==> config.mk <==
export PLATFORM = sky130hd
export DESIGN_NAME = decoder_seq_flat
export DESIGN_NICKNAME = d
export VERILOG_FILES = /design/src/rtl/decoder_seq_if.sv /design/src/rtl/decoder_seq.sv /design/src/flat_wrapper.sv
export SDC_FILE = /design/constraint.sdc
export NUM_CORES = 1
export LEC_CHECK = 0
export CORE_ASPECT_RATIO = 1.5
export CORE_MARGIN = 5
export CORE_UTILIZATION = 40
export CTS_BUF_LIST = sky130_fd_sc_hd__clkbuf_4
export DETAILED_ROUTE_END_ITERATION = 12
export MAX_ROUTING_LAYER = met4
export PLACE_DENSITY = 0.73
export SYNTH_ARGS = -nofsm -noshare
export SYNTH_HDL_FRONTEND = slang
export SYNTH_SLANG_ARGS = --single-unit
==> constraint.sdc <==
create_clock -name clk -period 5.8 [get_ports clk]
set_clock_uncertainty 0.15 [all_clocks]
set_input_delay 1.45 -clock clk [delete_from_list [all_inputs] [get_ports clk]]
set_output_delay 1.45 -clock clk [all_outputs]
set_load 0.005 [all_outputs]
==> src/rtl/decoder_seq_if.sv <==
// Command/result bundle for decoder_seq. The controller drives the command side
// through the master modport, and the decoder serves it through the slave modport.
interface decoder_seq_if #(
  parameter int IN_W    = 3,
  parameter int DWELL_W = 4
);
  localparam int OUT_W = 2 ** IN_W;

  logic               in_valid;
  logic               in_ready;
  logic [IN_W-1:0]    in;
  logic [1:0]         mode;
  logic [DWELL_W-1:0] dwell;
  logic               stop;
  logic [OUT_W-1:0]   out;
  logic               out_valid;
  logic               busy;

  modport master (
    output in_valid, in, mode, dwell, stop,
    input  in_ready, out, out_valid, busy
  );

  modport slave (
    input  in_valid, in, mode, dwell, stop,
    output in_ready, out, out_valid, busy
  );
endinterface

==> src/rtl/decoder_seq.sv <==
// Registered IN_W-to-2**IN_W decoder with one-hot, thermometer and active-low modes,
// plus a scan mode that walks one hot bit across every output with a programmable dwell.
module decoder_seq #(
  parameter int IN_W    = 3,
  parameter int DWELL_W = 4
) (
  input logic          clk,
  input logic          rst,
  decoder_seq_if.slave bus
);
  localparam int OUT_W = 2 ** IN_W;

  typedef enum logic {IDLE, SCAN} state_t;

  state_t             state_q, state_d;
  logic [IN_W-1:0]    idx_q, idx_d;
  logic [IN_W-1:0]    pos_q, pos_d;
  logic [DWELL_W-1:0] cnt_q, cnt_d;
  logic [DWELL_W-1:0] lim_q, lim_d;
  logic [OUT_W-1:0]   out_q, out_d;
  logic               out_valid_q, out_valid_d;
  logic [OUT_W-1:0]   one_hot;
  logic [OUT_W-1:0]   therm;
  logic               accept;

  assign bus.in_ready  = (state_q == IDLE) && !rst;
  assign bus.out       = out_q;
  assign bus.out_valid = out_valid_q;
  assign bus.busy      = (state_q == SCAN);
  assign accept        = bus.in_valid && bus.in_ready;

  always_comb begin
    one_hot = '0;
    one_hot[bus.in] = 1'b1;
    therm = '0;
    for (int i = 0; i < OUT_W; i++) begin
      therm[i] = (i <= int'(bus.in));
    end
  end

  always_comb begin
    state_d     = state_q;
    idx_d       = idx_q;
    pos_d       = pos_q;
    cnt_d       = cnt_q;
    lim_d       = lim_q;
    out_d       = out_q;
    out_valid_d = 1'b0;
    case (state_q)
      IDLE: begin
        if (accept) begin
          out_valid_d = 1'b1;
          case (bus.mode)
            2'b00: out_d = one_hot;
            2'b01: out_d = therm;
            2'b10: out_d = ~one_hot;
            default: begin
              state_d = SCAN;
              idx_d   = bus.in;
              pos_d   = '0;
              cnt_d   = '0;
              lim_d   = bus.dwell;
              out_d   = one_hot;
            end
          endcase
        end
      end
      SCAN: begin
        // stop outranks the final dwell expiry so an abort always blanks the outputs
        if (bus.stop) begin
          state_d     = IDLE;
          pos_d       = '0;
          cnt_d       = '0;
          out_d       = '0;
          out_valid_d = 1'b1;
        end else if (cnt_q != lim_q) begin
          cnt_d = cnt_q + 1'b1;
        end else if (pos_q == IN_W'(OUT_W - 1)) begin
          state_d = IDLE;
          pos_d   = '0;
          cnt_d   = '0;
        end else begin
          idx_d       = idx_q + 1'b1;
          pos_d       = pos_q + 1'b1;
          cnt_d       = '0;
          out_d       = '0;
          out_d[idx_d] = 1'b1;
          out_valid_d = 1'b1;
        end
      end
      default: state_d = IDLE;
    endcase
  end

  always_ff @(posedge clk or posedge rst) begin
    if (rst) begin
      state_q     <= IDLE;
      idx_q       <= '0;
      pos_q       <= '0;
      cnt_q       <= '0;
      lim_q       <= '0;
      out_q       <= '0;
      out_valid_q <= 1'b0;
    end else begin
      state_q     <= state_d;
      idx_q       <= idx_d;
      pos_q       <= pos_d;
      cnt_q       <= cnt_d;
      lim_q       <= lim_d;
      out_q       <= out_d;
      out_valid_q <= out_valid_d;
    end
  end
endmodule

==> src/flat_wrapper.sv <==
// flat-port wrapper written by rule: the top's interface ports become plain ports
module decoder_seq_flat 
#(
  parameter int IN_W    = 3,
  parameter int DWELL_W = 4
)
  (clk, rst, bus_in_valid, bus_in, bus_mode, bus_dwell, bus_stop, bus_in_ready, bus_out, bus_out_valid, bus_busy);
  decoder_seq_if #(.IN_W(IN_W), .DWELL_W(DWELL_W)) bus_i ();
  input logic clk;
  input logic rst;
  input wire logic [$bits(bus_i.in_valid)-1:0] bus_in_valid;
  input wire logic [$bits(bus_i.in)-1:0] bus_in;
  input wire logic [$bits(bus_i.mode)-1:0] bus_mode;
  input wire logic [$bits(bus_i.dwell)-1:0] bus_dwell;
  input wire logic [$bits(bus_i.stop)-1:0] bus_stop;
  output wire logic [$bits(bus_i.in_ready)-1:0] bus_in_ready;
  output wire logic [$bits(bus_i.out)-1:0] bus_out;
  output wire logic [$bits(bus_i.out_valid)-1:0] bus_out_valid;
  output wire logic [$bits(bus_i.busy)-1:0] bus_busy;
  assign bus_i.in_valid = bus_in_valid;
  assign bus_i.in = bus_in;
  assign bus_i.mode = bus_mode;
  assign bus_i.dwell = bus_dwell;
  assign bus_i.stop = bus_stop;
  assign bus_in_ready = bus_i.in_ready;
  assign bus_out = bus_i.out;
  assign bus_out_valid = bus_i.out_valid;
  assign bus_busy = bus_i.busy;
  decoder_seq #(.IN_W(IN_W), .DWELL_W(DWELL_W)) u_core (.clk(clk), .rst(rst), .bus(bus_i));
endmodule
# Yosys cells after proc, flatten, opt, wreduce, memory -nomap -nowiden
# Cells that the tools add are included.
# op_classes
bitwise_logic	3
shift	0
muxes	37
addsub	3
div	0
n_eq_ne	11
reduce_logical	12
n_mul	0
order_cmp	11
# ops
op	n
$mux 8	4
$pmux 8 s2	2
$mux 3	10
$mux 4	4
$le 3x3->1 const A	4
$pmux 3 s2	2
$mux 1	10
$reduce_and 3->1	3
$lt 3x4->1 const B	2
$ne 2x2->1 const B	4
$not 8->8	1
$pmux 4 s2	1
$add 3x1->3 const B	2
$demux 1 s3	2
$ge 3x1->1 const B	2
$le 2x3->1 const A	2
$ne 3x3->1 const B	2
$reduce_and 5->1	1
$add 4x1->4 const B	1
$logic_and 1x1->1	4
$ne 4x4->1	1
$pmux 1 s2	2
$eq 3x3->1 const B	1
$le 1x3->1 const A	1
8 further kinds	9
# word_totals
ff_bits	24
n_memories	0
ramBits	0
elab_cells	84
latchBits	0
mem_bits_ro	0
out_inout_bits	11

# Depth between registers and ports, before layout
# Gate-level depths: netlist (run 1).
# logic_depth
word_depth	9
depth_mapped	8

# Worst setup path after synthesis (run 1)
# OpenSTA, ideal clock, no wires.
# synth_path
path_type	input-to-output
startpoint	in rst
endpoint	out bus_in_ready
path_stages	1
arrival_ns	1.626
t_required_ns	4.200
n_path_buf	0
setup_slack_ns	2.574
cell_sequence	nor2_1
# synth_between
elab_chain_len	2
# synth_rtl
item	line_no	rtl
start, declared	flat_wrapper.sv:10	input logic rst;
$logic_not 1->1	decoder_seq.sv:26	assign bus.in_ready = (state_q == IDLE) && !rst;
$logic_and 1x1->1	decoder_seq.sv:26	
end, declared	flat_wrapper.sv:16	output wire logic [$bits(bus_i.in_ready)-1:0] bus_in_ready;
# Every way passes these cells.

# Worst setup path in the final report (run 1)
# Ends and elaborated chain as after synthesis.

==> results of run 1 <==
-- sequential cells by signal, indices dropped and copies added, names as in the netlist --
register	cells
u_core.bus.out_valid	1
u_core.bus.out	8
u_core.cnt_q	4
u_core.bus.busy	1
u_core.idx_q	3
u_core.lim_q	4
u_core.pos_q	3
-- power by group --
group          internal (W)  leakage (nW)  total, W  switching, W
Clock             0.0000698        0.0279  0.000120     0.0000502
Sequential         0.000229         0.306  0.000298     0.0000695
Combinational      0.000183         0.479  0.000361      0.000178
Total              0.000481         0.813  0.000779      0.000298
-- final timing paths --
kind	startpoint	to	slack, ps	depth (start not counted)
worst max-delay path	rst	bus_in_ready	1600	3
min in group asynchronous	rst	u_core.lim_q[3]	1500	2
worst min register to register	u_core.bus.out[2]	u_core.bus.out[2]	350	1
worst max register to register	u_core.bus.busy	u_core.bus.out[4]	3330	5
max in group asynchronous	rst	u_core.bus.out[1]	3440	2
worst min-delay path	u_core.bus.out[2]	u_core.bus.out[2]	350	1
-- worst reg2reg max path, delay by kind of cell (launching register included) --
family,cells,cell delay [ps]
DFF,1,860
AOI/OAI and AO/OA,2,680
muxes,1,340
and+or+nand+nor,1,200
buffers and inverters,1,150
-- synthesized netlist by cell type, types with 2 or more instances --
cell type / n
o22ai_1: 2
nand4_1: 3
nand3b_1: 2
nor2_1: 13
mux2_1: 3
nor3b_1: 3
a31oi_1: 4
inv_1: 7
dfrtp_1: 24
buf_1: 2
a21o_1: 3
nand2_1: 20
a21oi_1: 11
nand2b_1: 3
a22o_1: 5
a32o_1: 2
nor2b_1: 3
ha_1: 7
xor2_1: 5
o21ai_0: 7
mux2i_1: 2
clkbuf_1: 9
nand3_1: 8
-- cell families after synthesis --
logic type / Yosys count / synth area share
and+or+nand+nor: 63 / 0.211
AOI/OAI and AO/OA: 47 / 0.218
DFF: 24 / 0.393
adders and majority gates: 7 / 0.0574
muxes: 5 / 0.0352
buffers and inverters: 20 / 0.0500
xor gates and xnor gates: 6 / 0.0344
-- through the flow --
stage                     power [W]  instance area [um^2]  std cells
final                      0.000779                  1820        230
after global routing       0.000849                  1820        230
after CTS                  0.000787                  1820        230
after detailed placement   0.000665                  1760        226
after global placement     0.000659                  1760        226
after floorplan            0.000529                  1530        172
-- routing by layer --
layer	track usage	vias to the layer above
met4	0.0710	0
met3	0.0136	8
met1	0.171	604
met2	0.235	38
met5	-	-
li1	-	653
-- cell type report --
class                           count  area, um^2  area share
Multi-Input combinational cell    128         850       0.468
Sequential cell                    24         601       0.331
Timing Repair Buffer               23         230       0.127
Tap cell                           43        53.8      0.0296
Clock inverter                      1        30.0      0.0165
Inverter                            8        30.0      0.0165
Clock buffer                        3        22.5      0.0124
==> results.md, run 1 <==
- Status: finished clean
- Metal3 WL: 148 um
- Commonest non-fill, non-tap cell in the layout: dfrtp_1
- Resize count post-CTS: 0
- WL/cell: 14.5 um
- Startpoint types: input pin
- Vias: 1,303
- Setup Fix Bufs, Post-CTS: 0
- Longest Clk Path Bufs: 2
- Vias/cell: 5.67
- Die Height: 85.7 um
- Sequential share of the synthesized area: 0.393
- GRT Total Usage: 0.143
- # clock sinks: 24
- Slew @ Worst Pin: 920 ps
- Share of cells above drive strength 1: 0.0588
- Max-cap violation count: 0
- IO Port Bufs: 23
- Wire length after detailed routing: 3.32 mm
- CP delay by family, top: buffers and inverters
- Vias in the first global route: 1,297
- Worst Path Required: approximately 4200 ps
- Final Core Density: 0.493
- CTS Hold Bufs: 0
- Leak: 0.813 nW
- Ys async rst share: 1.00
- Hold_ws: 351 ps
- Die ar.: about 5200 um^2
- Post-route DRC violation count: 0
- Cell breakdown of the critical path: clkdlybuf4s50_1, nor2_1, clkdlybuf4s50_1
- Max stage delay on crit path: 550 ps
- Top Metal Used: met4
- 1st-pass router iterations: 4
- Area Overhead vs Synth: 19.0%
- Crit path DAT: 2600 ps
- WP buf/inv: 2
- Peak Freq: 238 MHz
- Area leader, netlist: dfrtp_1
- Post-Syn Instances: roughly 170
- Hold Fails Final Rpt: 0
- GRT overflow: 0
- M1 WL: between 1 and 1.5 mm
- Final period demand of the worst path: 4200 ps
- Clock Latency Late Sink: between 300 and 400 ps
- Clock Tree Root: clkbuf_4
- Number of fill cells: 347
- GPL Wtd Cong: 0.835
- CP dominant cell by count: clkdlybuf4s50_1
- Starting DRT DRC Count: 57
- Number of synthesized flops with an enable pin: 0
- FF+latch count, synth: 24
- Mapped Area: 1530 um^2
- N_diodes: 0
- Post-DRT Antenna Nets: 0
- First-pass GRT wire length: around 5.6 mm
- Worst Hold Class: reg -> reg
- Initial Util: 0.415
- Worst setup EP type: output port
- Final setup fails: 0
- Die X: 60.4 um
- TritonCTS clock tree: built
- Nets: around 210
- PnR worst setup slack: between 1500 and 2000 ps
- Largest net degree at the start of global routing: 25
- Setup TNS: 0 ps
- Place WS: approximately 1600 ps
- Max FO, Critical Path: 4
- Slew headroom: 0.386
- Worst VDD drop: ~300 uV
- CP max stage cell: clkdlybuf4s50_1
- Initial antenna violation count: 0
- Detail Placement HPWL: 2.52 mm
- Syn_area_per_cell: 8.87 um^2
- Most frequent cells in the layout: dfrtp_1, clkdlybuf4s50_1, nand2_1
- Area contributors post-synth: dfrtp_1, ha_1, nand2_1, a21oi_1, nor2_1
- Placeable Area: 3680 um^2
- RSZ-0062 raised after global routing: false
- Fin. max-slew vios: 0
- Part of the cycle the worst path needs: 0.723
- Met2 WL post-DR: 1.70 mm
- Crit Path Class: in -> out
- Power per cell area: 429 nW/um^2
- Yosys warns: 0
- Rows: 27
- CTS Buf Count: 3
- # IOs: 24
- Worst-path clk slew: 130 ps
- Syn_nets: 192
- Library cells used by synthesis: 47
- Synth Flop Type: dfrtp_1
- Yosys top cell area share: 0.393
- CTS H-Tree Depth: 1
Power figures use the tool's default switching activity.
==> run 2, diff against run 1 <==
Clock period 5.8 ns to 4.17 ns, I/O delays scaled along.
==> run 2 against run 1 <==
Compared with the run above:
- flip-flop and latch count stayed put
- via count fell by 1.1%
- combinational power increased by 39%
- setup slack got worse by 810 ps
- non-clock buffer count is the same
- global-route usage rose by 0.69 points
- first-iteration DRC count increased by 26%
- power is 38% higher
- final cell count is the same
- highest routed layer unchanged
==> results.md, run 2 (same netlist as run 1, synthesis figures left out) <==
- Status: finished clean
- Leak: 0.813 nW (unchanged)
- Clock Latency Late Sink: 310 ps (about the same)
- Nets: 208 (unchanged)
- Share of cells above drive strength 1: 0.0588 (unchanged)
- GRT overflow: 0 (unchanged)
- Crit path DAT: 2190 ps (-410 ps)
- Slew @ Worst Pin: 918 ps (-2.35 ps)
- CP dominant cell by count: clkdlybuf4s50_1
- Met3 usage: 0.0181 (+0.00452)
- Part of the cycle the worst path needs: 0.811
- Detail Placement HPWL: 2.55 mm (+1.4%)
- Vias in the first global route: 1,367 (+5.4%)
- Place WS: 796 ps (-812 ps)
- Starting DRT DRC Count: 72 (+26%)
- Largest net degree at the start of global routing: 25 (unchanged)
- Resize count post-CTS: 0 (unchanged)
- Final period demand of the worst path: 3380 ps
- CP delay by family, top: buffers and inverters
- PnR worst setup slack: 789 ps (-815 ps)
- Worst Hold Class: reg -> reg
- Number of fill cells: 351 (+1.2%)
- GPL Wtd Cong: 0.820 (-1.8%)
- Rows: 27 (unchanged)
- Non-Filler Instances: 230 (unchanged)
- Peak Freq: roughly 300 MHz
- Die ar.: 5180 um^2 (unchanged)
- 1st-pass router iterations: 4 (unchanged)
- Max FO, Critical Path: 4 (unchanged)
- Crit Path Class: in -> out
- Final setup fails: 0 (unchanged)
- CTS H-Tree Depth: 1 (unchanged)
- Max stage delay on crit path: 550 ps (about the same)
- CTS Hold Bufs: 0 (unchanged)
- Clock Tree Root: clkbuf_4
- Total Power: 0.00108 W (+38%)
- Setup TNS: 0 ps (unchanged)
- Hold_ws: 352 ps (+0.698 ps)
- Most frequent cells in the layout: dfrtp_1, clkdlybuf4s50_1, nand2_1
- WP buf/inv: 2 (unchanged)
- CTS Buf Count: 3 (unchanged)
- Vias/cell: 5.60 (-1.1%)
- WL/cell: 14.4 um (-0.18%)
- Longest Clk Path Bufs: 2 (unchanged)
- Area Overhead vs Synth: 19.0% (unchanged)
- Startpoint types: input pin
- Slew headroom: 0.388 (+0.00157)
- N_diodes: 0 (unchanged)
- GR Util met2: 0.257 (+0.0217)
- Met1 GRT Util: 0.170 (-0.000809)
- Setup Fix Bufs, Post-CTS: 0 (unchanged)
- Vias: 1,289 (-1.1%)
- Wire length after detailed routing: 3.32 mm (-0.18%)
- Die X: 60.4 um (unchanged)
- CP max stage cell: clkdlybuf4s50_1
- Worst VDD drop: 330 uV (+10%)
- Placeable Area: 3680 um^2 (unchanged)
- GRT Max-Usage Layer: met2
- Post-route DRC violation count: 0 (unchanged)
- Area of the multi-input gates: 850 um^2 (unchanged)
- Post-DRT Antenna Nets: 0 (unchanged)
- # IOs: 24 (unchanged)
- Die Height: 85.7 um (unchanged)
- Initial Util: 0.415 (unchanged)
- First-pass GRT wire length: 5.96 mm (+5.9%)
- Power per cell area: 593 nW/um^2 (+38%)
- RSZ-0062 raised after global routing: false
- Worst-path clk slew: 140 ps (about the same)
- Commonest non-fill, non-tap cell in the layout: dfrtp_1
- Worst Path Required: 2980 ps (-1220 ps)
- TritonCTS clock tree: built
- GRT Total Usage: 0.150 (+0.00687)
- Register Area: 601 um^2 (unchanged)
- Worst setup EP type: output port
- Initial antenna violation count: 0 (unchanged)
- IO Port Bufs: 23 (unchanged)
- Max reg flops: 8 (unchanged)
- Fin. max-slew vios: 0 (unchanged)
- Inst Count DP: 226 (unchanged)
- # clock sinks: 24 (unchanged)
- Cell breakdown of the critical path: clkdlybuf4s50_1, nor2_1, clkdlybuf4s50_1
- Hold Fails Final Rpt: 0 (unchanged)
- Max-cap violation count: 0 (unchanged)
==> run 2: cell counts in the layout (fill, tap and decap cells not counted) <==
No cell type changed its count.
==> run 2: metrics by stage <==
step	instance area (um^2)	util
2_1_floorplan	1530	-
5_1_grt	1820	0.493
6_report	1820	0.493
3_5_place_dp	1760	0.479
3_3_place_gp	1760	0.479
4_1_cts	1820	0.493
==> run 2: path summary, 6_finish.rpt <==
check	start	endpoint	slack, ps	cells after the start
hold / removal	u_core.bus.out[3]	u_core.bus.out[3]	350	2
setup reg to reg	u_core.bus.busy	u_core.bus.out[7]	1740	5
hold reg to reg	u_core.bus.out[3]	u_core.bus.out[3]	350	2
setup / recovery	rst	bus_in_ready	790	3
max in group asynchronous	rst	u_core.pos_q[0]	2210	2
min in group asynchronous	rst	u_core.lim_q[0]	1090	2
==> run 2: worst min-delay path: cells and delay by family, from the launching register on <==
kind               cells  cell delay (ps)
and+or+nand+nor        1               50
AOI/OAI and AO/OA      1               60
DFF                    1              370
==> run 2: layer usage <==
metal | part of all wire | wire length (um)
met1 | 0.40 | 1330
met2 | 0.51 | 1700
met3 | 0.046 | 152
met4 | 0.041 | 136
met5 | 0 | 0
==> run 2: power breakdown <==
group	total, W	internal [W]	leakage (nW)	switching (W)
registers	0.000411	0.000318	0.306	0.0000934
clock network	0.000166	0.0000971	0.0279	0.0000686
logic	0.000501	0.000255	0.479	0.000247
==> run 2: cell type report <==
| type | count | share of cell area |
|---|---|---|
| multi-input cells | 128 | 0.468 |
| repair buffers | 23 | 0.127 |
| well taps | 43 | 0.0296 |
| clock inverters | 1 | 0.0165 |
| inverters | 8 | 0.0165 |
| flip-flops and latches | 24 | 0.331 |
| clock buffers | 3 | 0.0124 |
